===== config.mk =====
export PLATFORM = sky130hd
export DESIGN_NAME = iq_window_mag
export DESIGN_NICKNAME = d
export VERILOG_FILES = /design/src/rtl/iq_window_mag_pkg.sv /design/src/rtl/iq_window_mag_mag_est.sv /design/src/rtl/iq_window_mag.sv
export SDC_FILE = /design/constraint.sdc
export NUM_CORES = 1
export LEC_CHECK = 0
export ABC_AREA = 1
export CAP_MARGIN = 20
export CORE_ASPECT_RATIO = 0.75
export CORE_MARGIN = 4
export CORE_UTILIZATION = 25
export CTS_CLUSTER_SIZE = 12
export DETAILED_ROUTE_END_ITERATION = 12
export PLACE_DENSITY = 0.4
export REMOVE_ABC_BUFFERS = 1
export SKIP_LAST_GASP = 1
export SLEW_MARGIN = 20
export SYNTH_ARGS = -nofsm -noshare
export SYNTH_HDL_FRONTEND = slang
export SYNTH_SLANG_ARGS = --single-unit

===== constraint.sdc =====
create_clock -name clk -period 9.2 [get_ports clk]
set_clock_uncertainty 0.15 [all_clocks]
set_input_delay 0.92 -clock clk [delete_from_list [all_inputs] [get_ports clk]]
set_output_delay 0.92 -clock clk [all_outputs]
set_load 0.03 [all_outputs]

===== src/rtl/iq_window_mag_pkg.sv =====
// Shared constants and FSM encoding for the windowed I/Q magnitude block.
package iq_window_mag_pkg;

    localparam int WIDTH_DEF  = 8;
    localparam int LOG2_N_DEF = 8;

    // beta = 3/8 realised as (x >> 2) + (x >> 3)
    localparam int BETA_SH_A = 2;
    localparam int BETA_SH_B = 3;

    typedef enum logic [1:0] {
        ST_IDLE = 2'd0,
        ST_ABS  = 2'd1,
        ST_MAG  = 2'd2,
        ST_OUT  = 2'd3
    } state_t;

endpackage


===== src/rtl/iq_window_mag_mag_est.sv =====
// Alpha-max-beta-min magnitude estimate: registered abs stage, then registered max/min/shift-add.
module iq_mag_est
    import iq_window_mag_pkg::*;
#(
    parameter int S = 16
) (
    input  logic         clk,
    input  logic         rst_in,
    input  logic         abs_en,
    input  logic         mag_en,
    input  logic [S-1:0] i_in,
    input  logic [S-1:0] q_in,
    output logic [S-1:0] mag
);

    logic [S-1:0] abs_i;
    logic [S-1:0] abs_q;
    logic [S-1:0] mx;
    logic [S-1:0] mn;
    logic [S-1:0] mag_nxt;

    // Most negative input maps to 2^(S-1), which still fits as unsigned.
    always_ff @(posedge clk or negedge rst_in) begin
        if (!rst_in) begin
            abs_i <= '0;
            abs_q <= '0;
        end else if (abs_en) begin
            abs_i <= i_in[S-1] ? (~i_in + 1'b1) : i_in;
            abs_q <= q_in[S-1] ? (~q_in + 1'b1) : q_in;
        end
    end

    always_comb begin
        mx = abs_i;
        mn = abs_q;
        if (abs_q > abs_i) begin
            mx = abs_q;
            mn = abs_i;
        end
        mag_nxt = mx + (mn >> BETA_SH_A) + (mn >> BETA_SH_B);
    end

    always_ff @(posedge clk or negedge rst_in) begin
        if (!rst_in) begin
            mag <= '0;
        end else if (mag_en) begin
            mag <= mag_nxt;
        end
    end

endmodule


===== src/rtl/iq_window_mag.sv =====
// Integrate-and-dump of the I/Q sample stream over 2^LOG2_N samples, with a
// magnitude estimate per window presented on a valid/ready port.
//
// state | meaning
// IDLE  | no result pending; a dump loads the hold registers
// ABS   | absolute values of the held sums being registered
// MAG   | magnitude estimate being registered
// OUT   | out_valid high, waiting for out_ready
module iq_window_mag
    import iq_window_mag_pkg::*;
#(
    parameter  int WIDTH  = WIDTH_DEF,
    parameter  int LOG2_N = LOG2_N_DEF,
    localparam int S      = WIDTH + LOG2_N
) (
    input  logic             clk,
    input  logic             rst_in,
    input  logic [WIDTH-1:0] i_value,
    input  logic [WIDTH-1:0] q_value,
    input  logic             in_valid,
    output logic [S-1:0]     i_sum,
    output logic [S-1:0]     q_sum,
    output logic [S-1:0]     mag,
    output logic             out_valid,
    input  logic             out_ready,
    output logic             overrun
);

    state_t state;
    state_t state_nxt;

    logic [S-1:0]      acc_i;
    logic [S-1:0]      acc_q;
    logic [LOG2_N-1:0] cnt;
    logic [S-1:0]      samp_i;
    logic [S-1:0]      samp_q;
    logic [S-1:0]      tot_i;
    logic [S-1:0]      tot_q;
    logic              dump;

    assign samp_i = {{LOG2_N{i_value[WIDTH-1]}}, i_value};
    assign samp_q = {{LOG2_N{q_value[WIDTH-1]}}, q_value};
    assign tot_i  = acc_i + samp_i;
    assign tot_q  = acc_q + samp_q;
    assign dump   = in_valid && (cnt == '1);

    always_ff @(posedge clk or negedge rst_in) begin
        if (!rst_in) begin
            acc_i <= '0;
            acc_q <= '0;
            cnt   <= '0;
        end else if (in_valid) begin
            cnt <= cnt + 1'b1;
            if (dump) begin
                acc_i <= '0;
                acc_q <= '0;
            end else begin
                acc_i <= tot_i;
                acc_q <= tot_q;
            end
        end
    end

    // A dump while a result is still in flight (including the handshake cycle) is dropped.
    always_ff @(posedge clk or negedge rst_in) begin
        if (!rst_in) begin
            i_sum   <= '0;
            q_sum   <= '0;
            overrun <= 1'b0;
        end else if (dump) begin
            if (state == ST_IDLE) begin
                i_sum <= tot_i;
                q_sum <= tot_q;
            end else begin
                overrun <= 1'b1;
            end
        end
    end

    always_ff @(posedge clk or negedge rst_in) begin
        if (!rst_in) begin
            state <= ST_IDLE;
        end else begin
            state <= state_nxt;
        end
    end

    always_comb begin
        state_nxt = state;
        case (state)
            ST_IDLE: if (dump) state_nxt = ST_ABS;
            ST_ABS:  state_nxt = ST_MAG;
            ST_MAG:  state_nxt = ST_OUT;
            ST_OUT:  if (out_ready) state_nxt = ST_IDLE;
            default: state_nxt = ST_IDLE;
        endcase
    end

    assign out_valid = (state == ST_OUT);

    iq_mag_est #(
        .S(S)
    ) u_mag_est (
        .clk    (clk),
        .rst_in (rst_in),
        .abs_en (state == ST_ABS),
        .mag_en (state == ST_MAG),
        .i_in   (i_sum),
        .q_in   (q_sum),
        .mag    (mag)
    );

endmodule


==> out/summary.txt <==
final hold vios -> 0
Core Box Area -> 33800 um2
cell chosen for the clock root -> clkbuf_16
global-route wire length before repair -> 41.7 mm
VDD IR-drop max -> 0.201 mV
post-route design area -> 10400 um2
DIE WIDTH -> 223 um
initial antenna violation count -> 0
Max Buffers Root-to-Sink -> 2
Max-Slew Margin vs Limit -> 0.417
# H-tree levels -> 4
via density per instance -> 4.42
CP endpoint kind -> register
Yosys cell types -> 40
post-CTS setup buffers -> 0
Initial Utilization -> 0.256
dpl cells -> 1649
final setup violation count -> 0
HPWL after detailed placement -> 19.4 mm
WL met1 -> 14.1 mm
Fmax -> 219 MHz
num ports -> 70
sink of the worst hold path -> u_mag_est.mag[2]$_DFFE_PN0P_
#FFs+latches synth -> 123
fin nets -> 1322
routability cong. -> 0.791
DRC errors left -> 0
Detail Route met2 WL -> 9.98 mm
CP required -> 9.42 ns
PD cells -> 408 nW/um2
max_cap viols -> 0
Slowest cell on crit path -> o21ai_0
std cell rows -> 58
most frequent CP cell -> nand2_1
Ant. Diodes -> 0
ANT nets after route -> 0
multiplexer share of the synthesized area -> 0
worst hold start -> u_mag_est.mag[2]$_DFFE_PN0P_
unrepaired setup endpoints after global routing -> no
Post-Synth Adder-Cell Area -> 0.128
area share of xor/xnor cells in the synthesized design -> 0.0506
Slew @ Worst Pin -> 0.871 ns
total iterations of the first detailed-routing run -> 5
synth warn -> 0
Placed Area -> 9790 um2
Die Area -> 37700 um2
Static Leak -> 5.24 nW
R2R Path End -> u_mag_est.mag[11]$_DFFE_PN0P_
sequential share of the synthesized area -> 0.356
Avg WL per Cell -> 15.0 um
IO buf count -> 69
R2R depth -> 22
Min Clock Period, post-route -> 4.56 ns
Routed WL -> 25.2 mm
Post-CTS Resized -> 0
Finished Core Util -> 0.306
sum of negative setup slack -> 0 ns
initial DRC count -> 410
met3 wire len -> 906 um
R2R Setup Slk -> 4.64 ns
mean post-synth cell area -> 7.48 um2
fill count -> 3771
reg2reg start -> u_mag_est.abs_i[15]$_DFFE_PN0N_
GR Overflow Total -> 0
Critical Path AT -> 4.78 ns
CTS Hold Bufs -> 0
area grow syn2layout -> 19.8%
main combinational cell family by area after synthesis -> simple AND/OR/NAND/NOR gates
crit-path cells -> inv_1 > ha_1 > nand2_1 > nor3_2 > nand2_1 > nand2_1 > nand2_4 > o21ai_0 > nand2_1 > nand2_1 > inv_1 > ha_1 > ha_1 > fa_1 > nand3_1 > nand2_1 > a21oi_1 > nor2_1 > o21ai_0 > or2_2 > nand3_1 > nand2_1
Mapped Area -> 8650 um2
Compound-Gate Fraction of Synth Area -> 0.141
Slew Limit Fails -> 0
Layout Cells excl Fill -> 1680
Synth async-reset ratio -> 1.00
CP peak stage delay -> 0.45 ns
CP Max Fanout -> 78
status -> completed
DR top layer -> met4
CTS buffer count -> 17
CP startpoint kind -> register
share of post-route cells with drive strength above 1 -> 0.0423
routed via count -> 7419
gr usage total -> 0.140
Hold Crit Class -> register to register
Post-synth top flop -> dfrtp_1
Die Y -> 169 um
worst skew pair latency -> 0.44 ns
synthesized netlist cell count -> 1156
largest net degree at the start of global routing -> 80
via count of the first global-routing pass -> 7471
TritonCTS clock tree -> built
Clock transition at path regs -> 0.06 ns
simple-gate share of the synthesized area -> 0.247
CP Class -> register to register
clk sinks -> 123
period utilization -> 0.495
Hold Path Depth -> 2
EDFF count, synth -> 0
Final Hold Slack -> 0.326 ns
==> layout by cell type, fill, tap and decap left out, types with 17 or more instances in the layout <==
| cell | count |
|---|---|
| a21oi_1 | 50 |
| clkbuf_16 | 17 |
| clkdlybuf4s50_1 | 68 |
| dfrtp_1 | 123 |
| ha_1 | 76 |
| inv_1 | 129 |
| nand2_1 | 329 |
| nand3_1 | 75 |
| nor2_1 | 64 |
| o21ai_0 | 127 |
| xor2_1 | 35 |
==> per-stage QoR <==
stage	total power (W)	worst slack, ns
2_1_floorplan	0.00289	4.55
3_3_place_gp	0.00361	4.25
3_5_place_dp	0.00359	4.27
4_1_cts	0.00430	4.24
5_1_grt	0.00478	4.02
6_report	0.00423	4.64
==> logic make-up after synthesis <==
group | Yosys count
buffers and inverters | 165
AOI/OAI and AO/OA | 227
adders and majority gates | 84
and+or+nand+nor | 507
DFF | 123
xor gates and xnor gates | 50
==> report_power, final <==
group          leakage [nW]  internal [W]  switching (W)
Clock                 0.283      0.000416       0.000257
Sequential             1.50      0.000715       0.000119
Combinational          3.46       0.00102        0.00170
Total                  5.24       0.00215        0.00208
==> Yosys cell counts, drive strengths merged, types with 3 or more instances <==
master / count / area share
a21boi: 3 / 0.0026
a21o: 9 / 0.0078
a21oi: 50 / 0.029
buf: 14 / 0.012
clkbuf: 18 / 0.0078
dfrtp: 123 / 0.36
fa: 8 / 0.019
ha: 76 / 0.11
inv: 132 / 0.058
nand2: 333 / 0.15
nand3: 78 / 0.047
nand3b: 12 / 0.010
nand4: 3 / 0.0022
nor2: 65 / 0.029
nor3: 10 / 0.0064
o21ai: 141 / 0.082
o21bai: 9 / 0.0078
o22ai: 4 / 0.0029
o31ai: 3 / 0.0026
or2: 4 / 0.0029
xnor2: 15 / 0.015
xor2: 35 / 0.035
==> worst max path at each step <==
stage                                    start                       endpoint  slack, ns  cells past startpoint
2_1_floorplan   u_mag_est.abs_q[7]$_DFFE_PN0N_  u_mag_est.mag[15]$_DFFE_PN0P_       4.55                     18
3_3_place_gp   u_mag_est.abs_i[15]$_DFFE_PN0N_  u_mag_est.mag[11]$_DFFE_PN0P_       4.25                     22
3_5_place_dp    u_mag_est.abs_i[6]$_DFFE_PN0N_  u_mag_est.mag[15]$_DFFE_PN0P_       4.27                     25
4_1_cts        u_mag_est.abs_i[15]$_DFFE_PN0N_  u_mag_est.mag[11]$_DFFE_PN0P_       4.24                     22
5_1_grt         u_mag_est.abs_i[7]$_DFFE_PN0N_  u_mag_est.mag[11]$_DFFE_PN0P_       4.02                     24
6_report       u_mag_est.abs_i[15]$_DFFE_PN0N_  u_mag_est.mag[11]$_DFFE_PN0P_       4.64                     22
==> state kept, by name, summed over array words and instances (netlist names) <==
| name | cells |
|---|---|
| state | 2 |
| acc_q | 16 |
| u_mag_est.mag | 16 |
| cnt | 8 |
| q_sum | 16 |
| u_mag_est.abs_q | 16 |
| i_sum | 16 |
| overrun | 1 |
| acc_i | 16 |
| u_mag_est.abs_i | 16 |
==> critical path, delay by kind of cell (launching register included) <==
family                   cells  cell delay [ns]
AND/OR/NAND/NOR             13             1.62
adder cells (fa/ha/maj)      4             1.26
AO/OA/AOI/OAI                3             0.93
flip-flops                   1             0.36
buffers and inverters        2             0.15
==> routing by layer <==
layer	up-vias	global-route usage
met3	11	0.0305
met4	0	0.0321
met1	3409	0.216
met2	99	0.199
met5	-	0
li1	3900	-
==> layout make-up <==
type,instances,area [um2],area share
multi-input cells,868,4910,0.474
flip-flops and latches,123,3080,0.297
well taps,450,563,0.0543
clock inverters,8,92.6,0.00894
inverters,133,502,0.0484
repair buffers,75,737,0.0711
clock buffers,23,478,0.0461
Power figures use the tool's default switching activity.
